## config.mk

```make
export PLATFORM = sky130hd
export DESIGN_NAME = decode_sequencer
export DESIGN_NICKNAME = d
export VERILOG_FILES = /design/src/rtl/decode_sequencer.sv
export SDC_FILE = /design/constraint.sdc
export NUM_CORES = 1
export LEC_CHECK = 0
export CAP_MARGIN = 20
export CORE_MARGIN = 1.5
export CORE_UTILIZATION = 35
export DETAILED_ROUTE_END_ITERATION = 10
export PLACE_DENSITY = 0.74
export SYNTH_ARGS = -nofsm -noshare
export SYNTH_HDL_FRONTEND = slang
export SYNTH_SLANG_ARGS = --single-unit
export TNS_END_PERCENT = 20
```

## constraint.sdc

```tcl
create_clock -name CLOCK_50_I -period 2.35 [get_ports CLOCK_50_I]
set_clock_uncertainty 0.05 [all_clocks]
set_input_delay 0.3525 -clock CLOCK_50_I [delete_from_list [all_inputs] [get_ports CLOCK_50_I]]
set_output_delay 0.3525 -clock CLOCK_50_I [all_outputs]
set_load 0.02 [all_outputs]
```

## src/rtl/decode_sequencer.sv

```systemverilog
// Phase controller for the decompressor: UART receive -> IDCT (M2) -> upsample/CSC (M1) -> VGA,
// owning the single SRAM port. Optional per-phase watchdog enabled with `define SEQ_WATCHDOG_EN.
`timescale 1ns/1ps
module decode_sequencer #(
  parameter int unsigned UART_TIMEOUT = 49999999,
  parameter int unsigned GUARD_CYCLES = 2,
  parameter int unsigned TIMER_W      = 26,
  parameter int unsigned WDOG_CYCLES  = 8000000
) (
  input  logic        CLOCK_50_I,
  input  logic        resetn,
  input  logic        UART_RX_I,
  output logic        uart_rx_initialize,
  output logic        uart_rx_enable,
  input  logic [17:0] uart_sram_address,
  input  logic [15:0] uart_sram_write_data,
  input  logic        uart_sram_we_n,
  output logic        m2_start,
  input  logic        m2_done,
  input  logic [17:0] m2_sram_address,
  input  logic [15:0] m2_sram_write_data,
  input  logic        m2_sram_we_n,
  output logic        m1_start,
  input  logic        m1_done,
  input  logic [17:0] m1_sram_address,
  input  logic [15:0] m1_sram_write_data,
  input  logic        m1_sram_we_n,
  output logic        vga_enable,
  input  logic [17:0] vga_sram_address,
  output logic [17:0] sram_address,
  output logic [15:0] sram_write_data,
  output logic        sram_we_n,
  output logic [2:0]  seq_state,
  output logic        seq_error
);

  typedef enum logic [2:0] {
    S_IDLE    = 3'd0,
    S_UART_RX = 3'd1,
    S_GUARD   = 3'd2,
    S_M2      = 3'd3,
    S_M1      = 3'd4
`ifdef SEQ_WATCHDOG_EN
    , S_ERR   = 3'd5
`endif
  } state_t;

  typedef enum logic [2:0] {
    OWN_NONE = 3'd0,
    OWN_UART = 3'd1,
    OWN_M2   = 3'd2,
    OWN_M1   = 3'd3,
    OWN_VGA  = 3'd4
  } owner_t;

  localparam int unsigned GW = (GUARD_CYCLES > 1) ? $clog2(GUARD_CYCLES) : 1;
  localparam logic [GW-1:0]      GUARD_LAST = GW'(GUARD_CYCLES - 1);
  // The edge that would bring the timer to UART_TIMEOUT ends the receive phase.
  localparam logic [TIMER_W-1:0] TIMER_LAST = TIMER_W'(UART_TIMEOUT - 1);

  state_t              state, state_nxt;
  state_t              next_phase, next_phase_nxt;
  owner_t              owner, owner_nxt;
  logic [TIMER_W-1:0]  timer, timer_nxt;
  logic [GW-1:0]       guard_cnt, guard_nxt;
  logic                init_nxt, en_nxt, vga_nxt, m2s_nxt, m1s_nxt;

`ifdef SEQ_WATCHDOG_EN
  localparam int unsigned WW = (WDOG_CYCLES > 1) ? $clog2(WDOG_CYCLES) : 1;
  localparam logic [WW-1:0] WDOG_LAST = WW'(WDOG_CYCLES - 1);
  logic [WW-1:0] wdog_cnt, wdog_nxt;
  logic          seq_error_q, err_nxt;
  assign seq_error = seq_error_q;
`else
  assign seq_error = 1'b0;
`endif

  always_ff @(posedge CLOCK_50_I or negedge resetn) begin
    if (!resetn) begin
      state              <= S_IDLE;
      next_phase         <= S_IDLE;
      owner              <= OWN_VGA;
      timer              <= '0;
      guard_cnt          <= '0;
      uart_rx_initialize <= 1'b0;
      uart_rx_enable     <= 1'b0;
      vga_enable         <= 1'b1;
      m2_start           <= 1'b0;
      m1_start           <= 1'b0;
`ifdef SEQ_WATCHDOG_EN
      wdog_cnt           <= '0;
      seq_error_q        <= 1'b0;
`endif
    end else begin
      state              <= state_nxt;
      next_phase         <= next_phase_nxt;
      owner              <= owner_nxt;
      timer              <= timer_nxt;
      guard_cnt          <= guard_nxt;
      uart_rx_initialize <= init_nxt;
      uart_rx_enable     <= en_nxt;
      vga_enable         <= vga_nxt;
      m2_start           <= m2s_nxt;
      m1_start           <= m1s_nxt;
`ifdef SEQ_WATCHDOG_EN
      wdog_cnt           <= wdog_nxt;
      seq_error_q        <= err_nxt;
`endif
    end
  end

  always_comb begin
    state_nxt      = state;
    next_phase_nxt = next_phase;
    owner_nxt      = owner;
    timer_nxt      = timer;
    guard_nxt      = guard_cnt;
    init_nxt       = 1'b0;
    en_nxt         = 1'b0;
    vga_nxt        = vga_enable;
    m2s_nxt        = m2_start;
    m1s_nxt        = m1_start;
`ifdef SEQ_WATCHDOG_EN
    wdog_nxt       = wdog_cnt;
    err_nxt        = seq_error_q;
`endif
    case (state)
      S_IDLE: begin
        if (!UART_RX_I) begin
          init_nxt  = 1'b1;
          vga_nxt   = 1'b0;
          timer_nxt = '0;
          owner_nxt = OWN_UART;
          state_nxt = S_UART_RX;
        end
      end
      S_UART_RX: begin
        en_nxt = uart_rx_initialize;
        if (!uart_sram_we_n) begin
          timer_nxt = '0;
        end else if (timer == TIMER_LAST) begin
          timer_nxt      = '0;
          owner_nxt      = OWN_NONE;
          next_phase_nxt = S_M2;
          guard_nxt      = '0;
          state_nxt      = S_GUARD;
        end else begin
          timer_nxt = timer + 1'b1;
        end
      end
      S_GUARD: begin
        if (guard_cnt == GUARD_LAST) begin
          state_nxt = next_phase;
          case (next_phase)
            S_M2: begin
              owner_nxt = OWN_M2;
              m2s_nxt   = 1'b1;
`ifdef SEQ_WATCHDOG_EN
              wdog_nxt  = '0;
`endif
            end
            S_M1: begin
              owner_nxt = OWN_M1;
              m1s_nxt   = 1'b1;
`ifdef SEQ_WATCHDOG_EN
              wdog_nxt  = '0;
`endif
            end
            default: begin
              state_nxt = S_IDLE;
              owner_nxt = OWN_VGA;
              vga_nxt   = 1'b1;
            end
          endcase
        end else begin
          guard_nxt = guard_cnt + 1'b1;
        end
      end
      S_M2: begin
        if (m2_done) begin
          m2s_nxt        = 1'b0;
          owner_nxt      = OWN_NONE;
          next_phase_nxt = S_M1;
          guard_nxt      = '0;
          state_nxt      = S_GUARD;
`ifdef SEQ_WATCHDOG_EN
        end else if (wdog_cnt == WDOG_LAST) begin
          m2s_nxt   = 1'b0;
          owner_nxt = OWN_NONE;
          err_nxt   = 1'b1;
          state_nxt = S_ERR;
        end else begin
          wdog_nxt = wdog_cnt + 1'b1;
`endif
        end
      end
      S_M1: begin
        if (m1_done) begin
          m1s_nxt        = 1'b0;
          owner_nxt      = OWN_NONE;
          next_phase_nxt = S_IDLE;
          guard_nxt      = '0;
          state_nxt      = S_GUARD;
`ifdef SEQ_WATCHDOG_EN
        end else if (wdog_cnt == WDOG_LAST) begin
          m1s_nxt   = 1'b0;
          owner_nxt = OWN_NONE;
          err_nxt   = 1'b1;
          state_nxt = S_ERR;
        end else begin
          wdog_nxt = wdog_cnt + 1'b1;
`endif
        end
      end
`ifdef SEQ_WATCHDOG_EN
      // Terminal until reset: bus idle, display off.
      S_ERR: begin
        owner_nxt = OWN_NONE;
        vga_nxt   = 1'b0;
      end
`endif
      default: begin
        state_nxt = S_IDLE;
        owner_nxt = OWN_VGA;
        vga_nxt   = 1'b1;
        m2s_nxt   = 1'b0;
        m1s_nxt   = 1'b0;
      end
    endcase
  end

  always_comb begin
    sram_address    = '0;
    sram_write_data = '0;
    sram_we_n       = 1'b1;
    case (owner)
      OWN_UART: begin
        sram_address    = uart_sram_address;
        sram_write_data = uart_sram_write_data;
        sram_we_n       = uart_sram_we_n;
      end
      OWN_M2: begin
        sram_address    = m2_sram_address;
        sram_write_data = m2_sram_write_data;
        sram_we_n       = m2_sram_we_n;
      end
      OWN_M1: begin
        sram_address    = m1_sram_address;
        sram_write_data = m1_sram_write_data;
        sram_we_n       = m1_sram_we_n;
      end
      OWN_VGA: sram_address = vga_sram_address;
      default: ;
    endcase
  end

  assign seq_state = state;

endmodule

```

==> out/results.ini <==
[status]
status=finished clean

[drt]
firstDrtPassIters=4
drt_iter0_markers=184
vias=3613
via_per_inst=5.441
wl_per_cell_um=17.00
ant_nets=0
drt-total-wl_mm=11.29
drc=0

[sta]
fmax_mhz=437.1
tightest_slew_ns=0.9117
hold_viol=0
fin_ws_ns=0.06196
slew_violations=0
rsz0062_at_grt=no
tns_ns=0
fin_crit_sh_pct=97.36
min_period_ns=2.288
slew_headroom_pct=39.11
finalSetupViolCount=0

[synth]
synth_edf_count=0
synthTopCellsByArea=dfrtp_1 31%, nor2_1 8.1%, mux2i_1 6.5%
syn_area_per_cell_um2=8.154
synth_compound_gate_area_share_pct=22.14
postSynth.asyncResetShare_pct=100.0
synthXorXnorAreaFrac_pct=4.583
synth_top_family_by_area=simple AND/OR/NAND/NOR gates
syn_area_um2=3058
synthAdderAreaFrac_pct=2.046
synth_nets=508
synth_top_area_share_pct=31.10
synth_largest_area_cell=dfrtp_1
yosysWarnings=0
synth_cell_types=49
synthSimpleGateAreaFrac_pct=26.96
muxShareOfSynthArea_pct=6.547
synth-seq-cells=40
netlist_instances=375
synthFlopType=dfrtp_1
seq_area_frac_synth_pct=32.82

[cells_and_area]
fin_cells=664
multi_input_area_um2=1947
diodes=0
drive_gt1_share_pct=12.34
stdcell_area_um2=5142
final_cell_mix=134 x clkdlybuf4s50_1, 66 x nor2_1, 38 x dfrtp_1
fillers=718
layout_commonest_cell=clkdlybuf4s50_1
final_util_pct=61.66
regArea_um2=1003
finalNetCount=691
area_delta_synth_final_pct=68.17

[global_route]
grt-ovfl-total=0
grt.total_usage_pct=23.30
grt_pass1_vias=3492
grt_pass1_wl_mm=16.83
antenna_found_initial=0
grt_max_degree=41

[worst_setup_path]
required_ns=1.95
worst-setup-path-type=flip-flop to output pin
reg2reg_slack_ns=0.17
max_stage_delay_ns=0.63
critPathArrivalTime_ns=1.89
cp-start-kind=flip-flop
crit_path_cell_trace=nor3_4, buf_12, a22o_1, a221o_1, clkdlybuf4s15_2
crit_slowest_cell=dfstp_2
cp_max_fo=18
end_kind=output pin

[hold_path]
min-delay-path-class=primary input to asynchronous set/reset pin

[pwr]
p_sw_mw=0.3330
switching_share_pct=20.59
combPwrFrac_pct=18.8
peakVddDrop_mv=0.3281
power_density_nw_per_um2=314.5
p_int_mw=1.285
seqPwrFrac_pct=43.0
clockPowerShare_pct=38.2
p_leak_nw=2.285

[clock_tree]
cts_sinks=40
cts_root_buf=clkbuf_8
cts-buffers-inserted=5
clk_latency_ns=0.29
clk_pin_slew_ns=0.08
ctsHtreeMaxLevel=2
cts_tree=built
clockBufferDepth=2

[placed_design]
post-place-cells=654
dp_slack_ns=-0.3533
gp_congestion=0.8265
dpl_cell_area_um2=5026
hpwl_mm=9.017
port_buffers=170

[die]
die_height_um=96.47
dieArea_um2=9306
core_um2=8341
start_util_pct=36.66
ioPinCount=172
rows=33
die_w_um=96.47

[run]
cap_violations=0

## logic make-up (layout without fill, tap and decap cells)
logic type,Yosys count,count (layout)
AOI/OAI and AO/OA,92,92
xor gates and xnor gates,16,16
adders and majority gates,5,5
buffers and inverters,33,217
DFF,40,40
muxes,20,20
other,1,1
and+or+nand+nor,168,168
## synthesized netlist by cell type, drive strengths merged (2+ instances only)
library cell and instances:
nor2 67, dfrtp 38, nand2 30, a21oi 29
mux2i 20, a22o 19, nand3 19, a221o 18
nor3 16, xnor2 15, inv 13, clkbuf 12
o21ai 10, buf 8, nand4 8, and3 7
nor4 6, ha 5, a211oi 3, nor2b 3
a21boi 2, a21o 2, dfstp 2, nand2b 2
nand4b 2, o311ai 2, or2 2, or4b 2
## final cells by class
cell class	count	share of cell area [%]
Clock buffer	7	1.873
Inverter	13	0.9489
Clock inverter	1	0.5839
Timing Repair Buffer	196	36.67
Multi-Input combinational cell	302	37.86
Sequential cell	40	19.51
Tap cell	105	2.555
## power by group through the flow
stage               registers [mW]  logic, mW  clock network (mW)
floorplan                    0.710     0.0552                   0
CTS                          0.695      0.307               0.634
global placement             0.708      0.301                   0
detailed placement           0.709      0.304                   0
global route                 0.696      0.329               0.662
finish                       0.695      0.305               0.618
## final timing paths
path | start | to | depth (start not counted)
max | owner[2]$_DFFE_PN1P_ | sram_address[6] | 5
min reg2reg | m1_start$_DFFE_PN0P_ | m1_start$_DFFE_PN0P_ | 1
min in group CLOCK_50_I | m1_start$_DFFE_PN0P_ | m1_start$_DFFE_PN0P_ | 1
min | resetn | timer[15]$_DFFE_PN0P_ | 1
max in group asynchronous | resetn | seq_state[0]$_DFFE_PN0P_ | 1
max reg2reg | timer[0]$_DFFE_PN0P_ | owner[0]$_DFFE_PN0P_ | 8
## through the flow
step | power (mW) | hold slack [ns]
after detailed placement | 1.013 | 0.4541
after global placement | 1.010 | 0.4312
after floorplan | 0.7653 | 0.006909
after CTS | 1.636 | 0.1647
after global routing | 1.686 | 0.2063
final | 1.618 | 0.1252
## critical path: cells and delay by family, from the launching register on
kind            cells  cell delay [ns]
compound gates      2             0.49
simple gates        1             0.06
flops               1             0.63
buf+inv             2             0.41
## state kept, by name, summed over array words and instances (netlist names)
signal,flops
timer,26
owner,3
seq_state,3
next_phase,2
guard_cnt,1
m1_start,1
m2_start,1
uart_rx_enable,1
uart_rx_initialize,1
vga_enable,1
## layer usage
metal  part of all wire (%)  routed length [µm]  global-route usage [%]  vias to the layer above
li1                       -                   -                       -                     1739
met5                      0                   0                       0                        -
met1                     38                4332                   26.17                     1720
met3                    8.9                1004                   5.321                       21
met2                     51                5726                   43.53                      133
met4                    2.0                 225                   6.763                        0
## repair_timing
action / 4_1_cts / 5_1_grt
pin swaps: 2 / 1
endpoints found under the hold margin: 0 / 0
gates resized for setup: 58 / 20
hold buffers: 0 / 0
endpoints found under the setup margin: 35 / 18
setup buffers: 1 / 1
No activity file was read; power rests on OpenSTA's default activity.
